[src/rtl/instruction_fetch_pkg.sv]
// Shared core definitions for the IF stage: datapath widths, the bubble
// encoding and the fetch FSM state encoding.
package instruction_fetch_pkg;

    localparam int XLEN    = 64;
    localparam int INSTR_W = 32;

    // ARMv8 NOP, injected into IF/ID whenever the stage emits a bubble.
    localparam logic [INSTR_W-1:0] NOP_INSTR = 32'hD503201F;

    typedef enum logic {
        FETCH    = 1'b0,
        BUFFERED = 1'b1
    } fetch_state_t;

    function automatic logic [XLEN-1:0] pc_increment(input logic [XLEN-1:0] pc);
        return pc + 64'd4;
    endfunction

endpackage

[src/rtl/instruction_fetch_if_id_register.sv]
// IF/ID pipeline register: load a new entry, hold it, or turn it into a
// bubble (valid cleared, NOP instruction, PC fields kept).
module if_id_register
    import instruction_fetch_pkg::*;
#(
    parameter logic [INSTR_W-1:0] BUBBLE_INSTR = 32'hD503201F
) (
    input  logic               clock,
    input  logic               reset,
    input  logic               load,
    input  logic               bubble,
    input  logic [INSTR_W-1:0] d_instruction,
    input  logic [XLEN-1:0]    d_pc,
    input  logic [XLEN-1:0]    d_pc_plus4,
    output logic [INSTR_W-1:0] q_instruction,
    output logic [XLEN-1:0]    q_pc,
    output logic [XLEN-1:0]    q_pc_plus4,
    output logic               q_valid
);

    always_ff @(posedge clock or posedge reset) begin
        if (reset) begin
            q_instruction <= BUBBLE_INSTR;
            q_pc          <= '0;
            q_pc_plus4    <= '0;
            q_valid       <= 1'b0;
        end else if (bubble) begin
            // PC fields deliberately untouched so decode sees a stable address.
            q_instruction <= BUBBLE_INSTR;
            q_valid       <= 1'b0;
        end else if (load) begin
            q_instruction <= d_instruction;
            q_pc          <= d_pc;
            q_pc_plus4    <= d_pc_plus4;
            q_valid       <= 1'b1;
        end
    end

endmodule

[src/rtl/instruction_fetch.sv]
// IF stage: owns the PC, issues one fetch per cycle and feeds IF/ID, with a
// one-entry skid buffer that catches a fetch completing under a stall.
module instruction_fetch
    import instruction_fetch_pkg::*;
#(
    parameter logic [63:0] RESET_PC  = 64'h0,
    parameter logic [31:0] NOP_WORD  = 32'hD503201F
) (
    input  logic        clock,
    input  logic        reset,
    input  logic        stall,
    input  logic        flush,
    input  logic        PCSrc,
    input  logic [63:0] branch_target,
    input  logic        imem_ready,
    input  logic [31:0] imem_rdata,
    output logic        imem_req,
    output logic [63:0] imem_addr,
    output logic [31:0] if_id_instruction,
    output logic [63:0] if_id_pc,
    output logic [63:0] if_id_pc_plus4,
    output logic        if_id_valid
);

    fetch_state_t       state_reg, state_next;
    logic [XLEN-1:0]    pc_reg, pc_next;
    logic [INSTR_W-1:0] skid_instr_reg, skid_instr_next;
    logic [XLEN-1:0]    skid_pc_reg, skid_pc_next;

    logic               ifid_load, ifid_bubble;
    logic [INSTR_W-1:0] ifid_instr_d;
    logic [XLEN-1:0]    ifid_pc_d;
    logic               fire;
    logic [XLEN-1:0]    pc_plus4;
    logic [XLEN-1:0]    redirect_pc;

    assign imem_addr   = pc_reg;
    assign imem_req    = (state_reg == FETCH) && !reset;
    assign fire        = imem_req && imem_ready;
    assign pc_plus4    = pc_increment(pc_reg);
    assign redirect_pc = {branch_target[63:2], 2'b00};

    always_ff @(posedge clock or posedge reset) begin
        if (reset) begin
            state_reg      <= FETCH;
            pc_reg         <= RESET_PC;
            skid_instr_reg <= NOP_WORD;
            skid_pc_reg    <= '0;
        end else begin
            state_reg      <= state_next;
            pc_reg         <= pc_next;
            skid_instr_reg <= skid_instr_next;
            skid_pc_reg    <= skid_pc_next;
        end
    end

    always_comb begin
        state_next      = state_reg;
        pc_next         = pc_reg;
        skid_instr_next = skid_instr_reg;
        skid_pc_next    = skid_pc_reg;
        ifid_load       = 1'b0;
        ifid_bubble     = 1'b0;
        ifid_instr_d    = imem_rdata;
        ifid_pc_d       = pc_reg;

        case (state_reg)
            FETCH: begin
                if (PCSrc) begin
                    pc_next     = redirect_pc;
                    ifid_bubble = 1'b1;
                end else if (flush) begin
                    ifid_bubble = 1'b1;
                    if (fire) pc_next = pc_plus4;
                end else if (stall) begin
                    // A word arriving under a stall is parked, never refetched.
                    if (fire) begin
                        skid_instr_next = imem_rdata;
                        skid_pc_next    = pc_reg;
                        pc_next         = pc_plus4;
                        state_next      = BUFFERED;
                    end
                end else if (fire) begin
                    ifid_load = 1'b1;
                    pc_next   = pc_plus4;
                end else begin
                    ifid_bubble = 1'b1;
                end
            end
            BUFFERED: begin
                ifid_instr_d = skid_instr_reg;
                ifid_pc_d    = skid_pc_reg;
                if (PCSrc) begin
                    pc_next     = redirect_pc;
                    ifid_bubble = 1'b1;
                    state_next  = FETCH;
                end else if (flush) begin
                    ifid_bubble = 1'b1;
                    state_next  = FETCH;
                end else if (!stall) begin
                    ifid_load  = 1'b1;
                    state_next = FETCH;
                end
            end
            default: state_next = FETCH;
        endcase
    end

    if_id_register #(
        .BUBBLE_INSTR(NOP_WORD)
    ) u_if_id (
        .clock         (clock),
        .reset         (reset),
        .load          (ifid_load),
        .bubble        (ifid_bubble),
        .d_instruction (ifid_instr_d),
        .d_pc          (ifid_pc_d),
        .d_pc_plus4    (pc_increment(ifid_pc_d)),
        .q_instruction (if_id_instruction),
        .q_pc          (if_id_pc),
        .q_pc_plus4    (if_id_pc_plus4),
        .q_valid       (if_id_valid)
    );

endmodule

[config.mk]
export PLATFORM = sky130hd
export DESIGN_NAME = instruction_fetch
export DESIGN_NICKNAME = d
export VERILOG_FILES = /design/src/rtl/instruction_fetch_pkg.sv /design/src/rtl/instruction_fetch_if_id_register.sv /design/src/rtl/instruction_fetch.sv
export SDC_FILE = /design/constraint.sdc
export NUM_CORES = 1
export LEC_CHECK = 0
export CAP_MARGIN = 5
export CORE_MARGIN = 2
export CORE_UTILIZATION = 56
export DETAILED_ROUTE_END_ITERATION = 7
export HOLD_SLACK_MARGIN = 0.03
export PLACE_DENSITY_LB_ADDON = 0.05
export SLEW_MARGIN = 10
export SYNTH_ARGS = -nofsm -noshare
export SYNTH_HDL_FRONTEND = slang
export SYNTH_SLANG_ARGS = --single-unit
[constraint.sdc]
create_clock -name clock -period 29.3 [get_ports clock]
set_clock_uncertainty 0.05 [all_clocks]
set_input_delay 8.79 -clock clock [delete_from_list [all_inputs] [get_ports clock]]
set_output_delay 8.79 -clock clock [all_outputs]
set_load 0.02 [all_outputs]
# Word level (Yosys, flattened, before mapping)

Index checks and enable logic that the tools add are counted.

Register bits: 322
Input bits: 102
Output and inout port bits: 226
Logic and storage cells: 55

Add/sub/neg operators: 2
Equality and inequality tests: 2
Mux-type cells: 32
Bitwise operators: 4
Reductions and logical operators: 7

Operator list:

| kind                  | number |
|---|---|
| $mux 64               | 4 |
| $add 64x3->64 const B | 2 |
| $pmux 64 s2           | 1 |
| $mux 32               | 3 |
| $mux 1                | 21 |
| $pmux 1 s2            | 3 |
| $reduce_and 5->1      | 1 |
| $not 1->1             | 4 |
| $reduce_and 2->1      | 2 |
| $ne 3x3->1 const B    | 1 |
| $logic_and 1x1->1     | 2 |
| $ne 2x2->1 const B    | 1 |
| $reduce_bool 2->1     | 1 |
| $logic_not 1->1       | 1 |

# Logic depth before layout (Yosys ltp)

Gate-level depths: netlist of run 1.

Depth in word-level cells: 10
Gate-level depth with buffers: 18
Mapped depth without buffers: 8

# Hierarchy

A second synthesis of run 1 with hierarchy kept.

Cell total of the unflattened synthesis: 1,492
Area total of the unflattened synthesis: 17,137.7 um^2

By module, submodules not included:

| module            | times used | cells each | area an instance (um^2) | seq. area each (um^2) |
|---|---|---|---|---|
| instruction_fetch | 1          | 1,112      | 10,475.0                | 3,945.0 |
| if_id_register    | 1          | 380        | 6,662.6                 | 4,045.1 |

# Worst setup path after synthesis of run 1

OpenSTA, ideal clock, no wires.

Path kind: input to output
From: in reset
To: out imem_req
Arrival: 9.070 ns
Data required time: 20.460 ns
Slack: 11.390 ns
Stages: 1
Cells stage by stage: nor2_1

Longest elaborated chain between the ends: 2

RTL lines:

| what                      | RTL line                | text |
|---|---|---|
| start: declaration        | instruction_fetch.sv:10 | `input logic reset,` |
| $logic_not 1->1 (no line) | -                       |  |
| $logic_and 1x1->1         | instruction_fetch.sv:38 | `assign imem_req = (state_reg == FETCH) && !reset;` |
| end: declaration          | instruction_fetch.sv:17 | `output logic imem_req,` |

Every way passes these cells.

# Worst setup path after layout of run 1

Same ends and word-level chain as after synthesis.

==> results of run 1 <==
[cell type report]
| class | instances | area [sq um] |
|---|---|---|
| well taps | 384 | 480 |
| flip-flops and latches | 314 | 7890 |
| repair buffers | 337 | 3330 |
| diodes | 1 | 2.50 |
| multi-input cells | 1235 | 7850 |
| clock buffers | 51 | 1050 |
| clock inverters | 8 | 115 |
| fillers | 2216 | 7940 |
| inverters | 12 | 52.6 |
[logic make-up (layout without fill, tap and decap cells)]
| logic type | after synthesis | in the layout | synth area share (%) |
|---|---|---|---|
| AO/OA/AOI/OAI | 372 | 372 | 14.1 |
| AND/OR/NAND/NOR | 608 | 608 | 17.9 |
| multiplexers | 195 | 195 | 12.8 |
| buffers and inverters | 151 | 408 | 3.87 |
| XOR/XNOR | 52 | 52 | 2.79 |
| flip-flops | 314 | 314 | 48.4 |
| adder cells (fa/ha/maj) | 2 | 2 | 0.153 |
| other | 1 | 7 | 0.0230 |
[power breakdown]
group	internal, mW	switching (mW)
Sequential	0.529	0.0944
Clock	0.274	0.175
Combinational	0.182	0.195
Total	0.985	0.465
[layout by cell type (no fill, tap or decap), drive strengths merged, types with 33 or more instances in the layout]
cell / count
nand2: 245
nor4: 33
clkdlybuf4s50: 319
mux2i: 90
clkbuf: 51
nand3: 76
nor2: 93
nand4: 41
a21oi: 54
mux2: 105
dfrtp: 288
o21ai: 165
[worst max-delay path: cells and delay by family]
family / cells / cell delay, ps
simple gates: 1 / 150
buf+inv: 2 / 1170
[routing by layer]
metal / routed length (microns) / GRT usage [%] / vias to the layer above
li1: - / - / 6612
met3: 4460 / 7.92 / 105
met1: 20800 / 44.5 / 6876
met2: 20500 / 45.2 / 595
met5: 23 / 0 / -
met4: 1670 / 10.8 / 4
[through the flow]
stage               std cells  total power, mW  hold slack, ps
floorplan                1700            0.815             408
global placement         2282            0.992             412
detailed placement       2282             1.01             417
CTS                      2341             1.45             432
global route             2341             1.51             449
finish                   2342             1.45             425
[final timing paths]
| kind | from | endpoint | slack [ps] | cells after the start |
|---|---|---|---|---|
| worst max-delay path | reset | imem_req | 10350 | 3 |
| worst min-delay path | u_if_id.q_pc[12]$_DFFE_PP0P_ | u_if_id.q_pc[12]$_DFFE_PP0P_ | 430 | 2 |
| worst max register to register | state_reg$_DFF_PP0_ | u_if_id.q_pc_plus4[63]$_DFFE_PP0P_ | 24100 | 8 |
| worst min register to register | u_if_id.q_pc[12]$_DFFE_PP0P_ | u_if_id.q_pc[12]$_DFFE_PP0P_ | 430 | 2 |
| max in group asynchronous | reset | u_if_id.q_pc[11]$_DFFE_PP0P_ | 18040 | 4 |
| min in group asynchronous | reset | imem_addr[47]$_DFFE_PP0P_ | 8840 | 2 |
==> run summary, run 1 <==
Status: complete, no violations
Max Slew Vio Count: 0
Most frequent cell after synthesis: dfrtp_1
Relative slew slack: 23.9%
Final Cell Area: 20,800 sq um
CTS max path bufs: 3
Grt ovf: 0
Synth async-reset ratio: 100%
Die width: 175 microns
Synth top area share: 44.2%
Critical Path RT: 20,460 ps
Crit path top cell by count: clkdlybuf4s50_1
Setup Buffers After CTS: 0
Mapped Avg Cell Area: 9.63 sq um
Crit path max fanout: 4
List of most frequent post-synthesis cells: dfrtp_1, nand2_1, o21ai_0
Slowest cell on the critical path: clkdlybuf4s50_1
Num CTS Buffers: 35
CTS tree: built
Starting Density: 56.8%
Area Growth Syn to Fin: 27.3%
Total core area: 28,700 sq um
Final WL: 47,400 microns
Least-Margin Pin Slew: 1140 ps
CP arrival: 10,110 ps
Cell taking the most area after synthesis: dfrtp_1
Core Rows: 62
Max-cap violation count: 0
Root Buffer Master: clkbuf_16
Post-DP Area: 19,600 sq um
GR Util All Layers: 30.8%
Synth Cell Area: 16,300 sq um
Register area share after synthesis: 48.4%
Final WS setup: 10,350 ps
Largest net degree at the start of global routing: 137
Fin crit period: 18,950 ps
Hold Path Class: register to register
Input/output buffers: 319
Die Area: 30,500 sq um
Setup TNS: 0 ps
Drt pass-1 iters: 6
RSZ-0062 raised after global routing: no
Worst-skew pair later-pin latency: 520 ps
Synth top area cells: dfrtp_1, nand2_1, mux2i_1, mux2_2, dfstp_2
Routed vias: 14,200
Share of cells above drive strength 1: 9.25%
CTS Hold Buffers Added: 0
Peak supply drop: 46.5 uV
# setup viols final: 0
Unique masters post-synth: 68
Htree depth: 2
Detailed Place HPWL: 33,800 microns
Peak Freq: 0.0528 GHz
First-pass GRT wire length: 74,900 microns
Post-synth EDFFs: 0
Fin util: 72.4%
Post-synthesis register bit count: 314
Leak Pwr: 8.28 nW
Crit-path cells: clkdlybuf4s50_1 -> nor2_1 -> clkdlybuf4s50_1
Number of global-route vias before repair: 13,400
Crit path kind: input pin to primary output
Crit start category: input pin
Pre-CTS setup slack: 10,360 ps
CP max stage delay: 620 ps
DR vias/cell: 6.06
Ys Warns: 0
CP endpoint kind: primary output
Initial antenna violation count: 2
RePlAce Congestion: 0.904
# nets final: 2,039
Clock Pin Slew Worst Setup and Hold Paths: 60 ps
DR WL/cell: 20.2 microns
Cell count after synthesis: 1,695
Final hold viol count: 0
Tcrit/Tclk final: 64.7%
Top FF cell, synth: dfrtp_1
Post-route ant nets: 0
Initial DRC count: 1,459
Total clock sinks: 314
PwrDens: 69.8 nW/um^2
DRC: 0
# resized after CTS: 0
Die Span Y: 175 microns
I/O Pins: 328
(Power assumes the default switching activity.)
==> inputs of run 2 (changes only) <==
- CORE_UTILIZATION: 56 -> 47
- clock period: 29.3 -> 16.4 ns (I/O delays scaled with it)
==> run summary, run 2 (synthesized netlist as in run 1, its figures left out) <==
Area occupied by registers: 7890 sq um
Num CTS Buffers: 36
Peak supply drop: 75.5 uV
Share of cells above drive strength 1: 9.48%
Drt pass-1 iters: 5
DR vias/cell: 5.79
Post-route ant nets: 0
Crit path max fanout: 4
Routed vias: 14,000
Most common cell after layout, fill and taps aside: clkdlybuf4s50_1
Worst hold slack: 423 ps
Max-cap violation count: 0
Detailed Place HPWL: 35,300 microns
CTS tree: built
Least-Margin Pin Slew: 1080 ps
Fillers: 2,970
Hold Path Depth: 2
Final WL: 49,400 microns
RSZ-0062 raised after global routing: no
CTS Hold Buffers Added: 0
DRC: 0
Number of global-route vias before repair: 13,200
Tcrit/Tclk final: 68.3%
Core Rows: 68
Worst-skew pair later-pin latency: 510 ps
Starting Density: 47.5%
Setup TNS: 0 ps
Htree depth: 2
# nets final: 2,041
Area Growth Syn to Fin: 28.4%
Crit start category: input pin
Fin util: 60.9%
I/O Pins: 328
Initial DRC count: 1,173
Final hold viol count: 0
Multi-input combinational cell area: 7850 sq um
DP Cell Count: 2,354
Input/output buffers: 319
CTS max path bufs: 3
Total core area: 34,400 sq um
CP endpoint kind: primary output
# resized after CTS: 0
Max Slew Vio Count: 0
DR WL/cell: 20.4 microns
Clock Pin Slew Worst Setup and Hold Paths: 60 ps
Crit path kind: input pin to primary output
Setup Buffers After CTS: 0
GR Util All Layers: 27.2%
Flop2flop setup slack: 11,420 ps
CP arrival: 6220 ps
Total clock sinks: 314
PwrDens: 125 nW/um^2
Status: complete, no violations
Root Buffer Master: clkbuf_16
Most frequent cells in the layout: clkdlybuf4s50_1, dfrtp_1, nand2_1, o21ai_0
Critical Path RT: 11,430 ps
Relative slew slack: 27.7%
Die Span Y: 190 microns
Tot Pwr: 2.63 mW
Initial antenna violation count: 6
Largest net degree at the start of global routing: 170
Final Non-Filler Cells: 2,418
Die Area: 36,200 sq um
Fin crit period: 11,190 ps
Hold Path Class: register to register
RePlAce Congestion: 0.884
Grt ovf: 0
Reg2Reg Depth: 7
Peak Freq: 0.0893 GHz
Die width: 190 microns
First-pass GRT wire length: 76,900 microns
Leak Pwr: 8.31 nW
# setup viols final: 0
run 2: changes by cell type in the layout (fill, tap and decap cells not counted), sizes merged:
cell           delta
clkdlybuf4s50     -1
bufinv            +1
clkinv            -2
buf               +2
clkbuf            +4
clkinvlp          +1
run 2: per-layer routing:
metal	wire length, microns	vias to the layer above	GRT usage, %
met5	77	-	0
met4	1310	10	7.54
met3	4600	82	7.82
met2	20900	547	39.6
met1	22500	6769	39.5
li1	-	6601	-
run 2: path summary, 6_finish.rpt:
kind / startpoint / end
setup / recovery: reset / imem_req
hold / removal: u_if_id.q_pc[19]$_DFFE_PP0P_ / u_if_id.q_pc[19]$_DFFE_PP0P_
setup reg to reg: state_reg$_DFF_PP0_ / u_if_id.q_pc_plus4[63]$_DFFE_PP0P_
hold reg to reg: u_if_id.q_pc[19]$_DFFE_PP0P_ / u_if_id.q_pc[19]$_DFFE_PP0P_
max in group asynchronous: reset / state_reg$_DFF_PP0_
min in group asynchronous: reset / imem_addr[61]$_DFFE_PP0P_
run 2: final cells by class:
class	instances	share of cell area (%)
clock inverters	8	0.681
multi-input cells	1235	37.5
repair buffers	338	16.0
well taps	455	2.72
flip-flops and latches	314	37.7
diodes	1	0.0119
inverters	12	0.251
clock buffers	55	5.22
run 2: critical path: stages:
cell	delay, ps
clkdlybuf4s50_1	540
nor2_1	140
clkdlybuf4s50_1	620
run 2: through the flow:
step	setup slack (ps)	cell area, sq um
2_1_floorplan	2790	16300
3_3_place_gp	5220	19700
3_5_place_dp	5210	19700
4_1_cts	5200	20900
5_1_grt	5130	20900
6_report	5210	20900
run 2: power breakdown:
part           switching, mW  internal (mW)  total (mW)
sequential             0.168          0.946        1.11
combinational          0.350          0.325       0.675
clock                  0.317          0.521       0.838
total                  0.835           1.79        2.63
==> edit 1: new RTL, settings of run 2 <==
Reset style: synchronous (`reset`), changed in 2 clocked blocks.
--- a/src/rtl/instruction_fetch_if_id_register.sv
+++ b/src/rtl/instruction_fetch_if_id_register.sv
@@ -18,7 +18,7 @@
     output logic               q_valid
 );
 
-    always_ff @(posedge clock or posedge reset) begin
+    always_ff @(posedge clock) begin
         if (reset) begin
             q_instruction <= BUBBLE_INSTR;
             q_pc          <= '0;
--- a/src/rtl/instruction_fetch.sv
+++ b/src/rtl/instruction_fetch.sv
@@ -40,7 +40,7 @@
     assign pc_plus4    = pc_increment(pc_reg);
     assign redirect_pc = {branch_target[63:2], 2'b00};
 
-    always_ff @(posedge clock or posedge reset) begin
+    always_ff @(posedge clock) begin
         if (reset) begin
             state_reg      <= FETCH;
             pc_reg         <= RESET_PC;
Function: not settled (the Yosys comparison gave no result); the edit may change what the design does.
==> edit 1 against run 2 <==
- worst hold slack worse by 0.023 ns
- sequential share of layout area is 6.9 points lower
- via count is 14% higher
- sequential cell count stayed put
- global-route usage is 0.89 points higher
- wire length is 6.2% higher
- core utilization hardly changed
- count of clock-buffer cells in the layout is 3 higher
- final area is 2.5% lower
- worst setup slack better by 0.20 ns
- synthesized area is 2.0% lower
- critical path type unchanged
- largest cell class is now multi-input gates
Power is not compared: it rests on default switching activity, and its combinational part moved more than twofold at a synthesized area within 25%.
==> edit 1: results (changes against run 2) <==
| Metric | Value |
|---|---|
| Antenna violations before repair | `0 (was 6)` |
| Reg-to-reg setup timing slack | `12.11 ns (was 11.42 ns)` |
| Worst r2r path cells | `7 (unchanged)` |
| Synth area leaders | `dfxtp_1, nand2_1, mux2i_1 (was dfrtp_1, nand2_1, mux2i_1)` |
| Crit Path Max Fanout | `90 (was 4)` |
| Asr flop ratio synth | `0% (was 100.0%)` |
| Synth warn | `0 (unchanged)` |
| Post-synthesis xor/xnor area fraction | `1.424% (was 2.792%)` |
| CTS buffer count | `37 (was 36)` |
| Root Buffer | `clkbuf_16 (unchanged)` |
| Pwr/cell area | `91.25 nW/µm²` |
| Unique masters post-synth | `68 (unchanged)` |
| Post-DP HPWL | `35870 µm (was 35290 µm)` |
| Clock Latency Late Sink | `0.52 ns` |
| Remaining global-route overflow | `0 (unchanged)` |
| Reg clk slew, reported paths | `0.06 ns (about the same)` |
| Antenna diodes | `0 (was 1)` |
| Number of fill cells | `3050 (was 2970)` |
| Main synth FF type | `dfxtp_1 (was dfrtp_1)` |
| Largest net degree at the start of global routing | `126 (was 170)` |
| DP Area | `19150 µm² (was 19710 µm²)` |
| Register area share after synthesis | `39.30% (was 48.36%)` |
| Adder-cell area share of the yosys netlist | `0.1564% (was 0.1534%)` |
| Reg2reg end | `u_if_id.q_pc_plus4[38] (was u_if_id.q_pc_plus4[63])` |
| # nets final | `2292 (was 2041)` |
| Vias in the first global route | `14070 (was 13160)` |
| Initial DRC count | `1374 (was 1173)` |
| Most frequent cells after synthesis | `nand2_1, dfxtp_1, a21oi_1 (was dfrtp_1, nand2_1, o21ai_0)` |
| HP Class | `reg -> reg (unchanged)` |
| Initial DRT Pass Iterations | `6 (was 5)` |
| CTS max path bufs | `3 (unchanged)` |
| Hold path endpoint | `u_if_id.q_pc_plus4[37] (was u_if_id.q_pc[19])` |
| Hold-critical path depth | `2 (unchanged)` |
| Total Routed Length | `52460 µm (was 49410 µm)` |
| Via Count | `15940 (was 14010)` |
| Critical path data arrival time | `6.02 ns (was 6.22 ns)` |
| First-pass GRT wire length | `80750 µm (was 76940 µm)` |
| Postcts setup bufs | `0 (unchanged)` |
| Drt drc | `0 (unchanged)` |
| Global Route Usage Sum | `28.09% (was 27.20%)` |
| I/O Buffers | `319 (unchanged)` |
| Post-synthesis mux area share | `6.899% (was 12.77%)` |
| HP Start | `u_if_id.q_pc_plus4[37] (was u_if_id.q_pc[19])` |
| Final min period | `10.99 ns (was 11.19 ns)` |
| VDD IR max | `61.60 µV` |
| Status | `finished clean (unchanged)` |
| Synthesized-area fraction occupied by ao, oa, aoi and oai cells | `19.74% (was 14.08%)` |
| H-tree depth | `2 (unchanged)` |
| GPL Wtd Cong | `0.8808 (was 0.8839)` |
| Pre-CTS WS | `5.367 ns (was 5.207 ns)` |
| Post-cts resize count | `0 (unchanged)` |
| Slew HR | `21.28% (was 27.70%)` |
| Layout cells sized above 1 | `5.232% (was 9.480%)` |
| Lkg Pwr | `6.507 nW` |
| FF-to-FF Start | `state_reg (unchanged)` |
[edit 1: changes by cell type in the layout (fill, tap and decap cells not counted), sizes merged, moves of 21 or more]
cell     change
dfrtp      -288
nor3b       +43
a21oi      +106
a311o       +21
dfstp       -26
o21ai      -106
mux2        -95
a211oi      +66
dfxtp      +314
nor2        +61
nand3b      +25
a2111oi     +26
nor3        +21
nand2       +85
[edit 1: how the worst max path moves through the flow]
stage	depth (start not counted)	to	startpoint
3_5_place_dp	3	imem_req	reset
5_1_grt	3	imem_req	reset
6_report	3	imem_req	reset
2_1_floorplan	2	imem_req	reset
3_3_place_gp	3	imem_req	reset
4_1_cts	3	imem_req	reset
[edit 1: report_power, final]
| part | switching [mW] | internal [mW] | leakage [nW] |
|---|---|---|---|
| registers | 0.0352 | 0.780 | 2.55 |
| clock network | 0.332 | 0.524 | 0.620 |
| logic | 0.110 | 0.0822 | 3.34 |
| total | 0.477 | 1.39 | 6.51 |
[edit 1: cell families after synthesis]
| group | Yosys count |
|---|---|
| AOI/OAI and AO/OA | 473 |
| adders and majority gates | 2 |
| and+or+nand+nor | 863 |
| buffers and inverters | 212 |
| muxes | 109 |
| other | 1 |
| DFF | 314 |
| xor gates and xnor gates | 26 |
[edit 1: layer usage]
metal	global-route usage, %	wire length, µm
met3	4.377	4662
met1	43.70	24960
met5	0	0
met4	6.490	897
met2	40.21	21950
[edit 1: metrics by stage]
| stage | cells | hold WS [ns] | util, % |
|---|---|---|---|
| CTS | 2665 | 0.4026 | 60.91 |
| detailed placement | 2597 | 0.3961 | 57.12 |
| finish | 2665 | 0.4000 | 60.93 |
| global placement | 2597 | 0.3912 | 57.12 |
| global route | 2665 | 0.4198 | 60.93 |
| floorplan | 2005 | 0.3860 | - |
[edit 1: final cells by class]
cell class	count	share of cell area (%)
multi-input combinational	1479	43.47
sequential	314	30.79
inverter	13	0.2389
clock inverter	10	0.6553
timing repair buffer	343	16.54
tap	448	2.744
clock buffer	58	5.567
[edit 1: worst max-delay path: stages]
cell and delay [ns]:
buf_8 0.39, nor2_1 0.12, clkdlybuf4s50_1 0.58
==> edit 2: new RTL, flow settings as in run 2 <==
Made on the original files. The parameter `NOP_WORD` goes from 32'hD503201F to 32'h80000000.
--- a/src/rtl/instruction_fetch.sv
+++ b/src/rtl/instruction_fetch.sv
@@ -4,7 +4,7 @@
     import instruction_fetch_pkg::*;
 #(
     parameter logic [63:0] RESET_PC  = 64'h0,
-    parameter logic [31:0] NOP_WORD  = 32'hD503201F
+    parameter logic [31:0] NOP_WORD  = 32'h80000000
 ) (
     input  logic        clock,
     input  logic        reset,
Function: not settled (the Yosys comparison gave no result); the edit may change what the design does.
==> edit 2 against run 2 <==
- sequential cell count did not move
- wire length fell by 0.11%
- clock power fell by 6.4%
- final area fell by 0.53%
- worst setup slack got worse by 0.15 ns
- via count fell by 0.96%
- non-clock buffer count did not move
- synthesized area fell by 0.28%
- total power fell by 2.7%
==> edit 2: results (changes against run 2) <==
| Metric | Value |
|---|---|
| Status | `finished clean (unchanged)` |
| Final min period | `11.34 ns (was 11.19 ns)` |
| Multi-input gate count | `1212 (was 1235)` |
| Reg2reg end | `u_if_id.q_pc_plus4[50] (was u_if_id.q_pc_plus4[63])` |
| Clkbuf count | `56 (was 55)` |
| Synth area leaders | `dfrtp_1, mux2_2, mux2i_1 (was dfrtp_1, nand2_1, mux2i_1)` |
| Initial DRC count | `1044 (was 1173)` |
| Via Count | `13870 (was 14010)` |
| Die extent in x | `190.0 µm (was 190.3 µm)` |
| Layout cells sized above 1 | `10.52% (was 9.480%)` |
| Lkg Pwr | `8.348 nW (was 8.314 nW)` |
| # nets final | `2017 (was 2041)` |
| Post-route insts no fill | `2395 (was 2418)` |
| Sw Pwr | `0.8372 mW (was 0.8349 mW)` |
| Register area share after synthesis | `48.32% (was 48.36%)` |
| Reg area | `7864 µm² (was 7894 µm²)` |
| Global Route Usage Sum | `26.99% (was 27.20%)` |
| Antenna violations before repair | `0 (was 6)` |
| Most frequent cells after synthesis | `dfrtp_1, nand2_1, o21ai_0 (unchanged)` |
| Placed Instances | `2330 (was 2354)` |
| Worst r2r path cells | `8 (was 7)` |
| Adder-cell area share of the yosys netlist | `0.1538% (was 0.1534%)` |
| Hold path endpoint | `u_if_id.q_pc_plus4[47] (was u_if_id.q_pc[19])` |
| Post-synthesis mux area share | `12.92% (was 12.77%)` |
| Non-clk buf share | `16.05% (was 15.96%)` |
| Clock Latency Late Sink | `0.53 ns (was 0.51 ns)` |
| Total Routed Length | `49360 µm (was 49410 µm)` |
| GPL Wtd Cong | `0.8618 (was 0.8839)` |
| Vias in the first global route | `13170 (was 13160)` |
| Mean area per synthesized cell | `9.753 µm² (was 9.625 µm²)` |
| Reg-to-reg setup timing slack | `11.58 ns (was 11.42 ns)` |
edit 2: metal layers:
layer	GRT usage [%]	vias to the layer above	wire length (µm)
met5	0	-	0
met4	6.440	0	934
met1	42.48	6755	23790
met2	38.46	526	20730
met3	4.501	52	3900
li1	-	6541	-
edit 2: per-stage QoR:
stage                     hold WS [ns]  util (%)
final                           0.4280     60.76
after global routing            0.4510     60.76
after CTS                       0.4290     60.76
after detailed placement        0.4158     57.40
after global placement          0.4127     57.40
after floorplan                 0.4305         -
edit 2: power groups by stage:
stage	Sequential [mW]	Combinational, mW	Clock, mW
4_1_cts	1.09	0.679	0.800
3_3_place_gp	1.10	0.669	0
3_5_place_dp	1.11	0.676	0
6_report	1.10	0.674	0.784
2_1_floorplan	1.17	0.265	0
5_1_grt	1.12	0.728	0.832
edit 2: critical path, cell delays in order:
cell             delay [ns]
clkdlybuf4s50_1        0.63
nor2_1                 0.20
clkdlybuf4s50_1        0.62
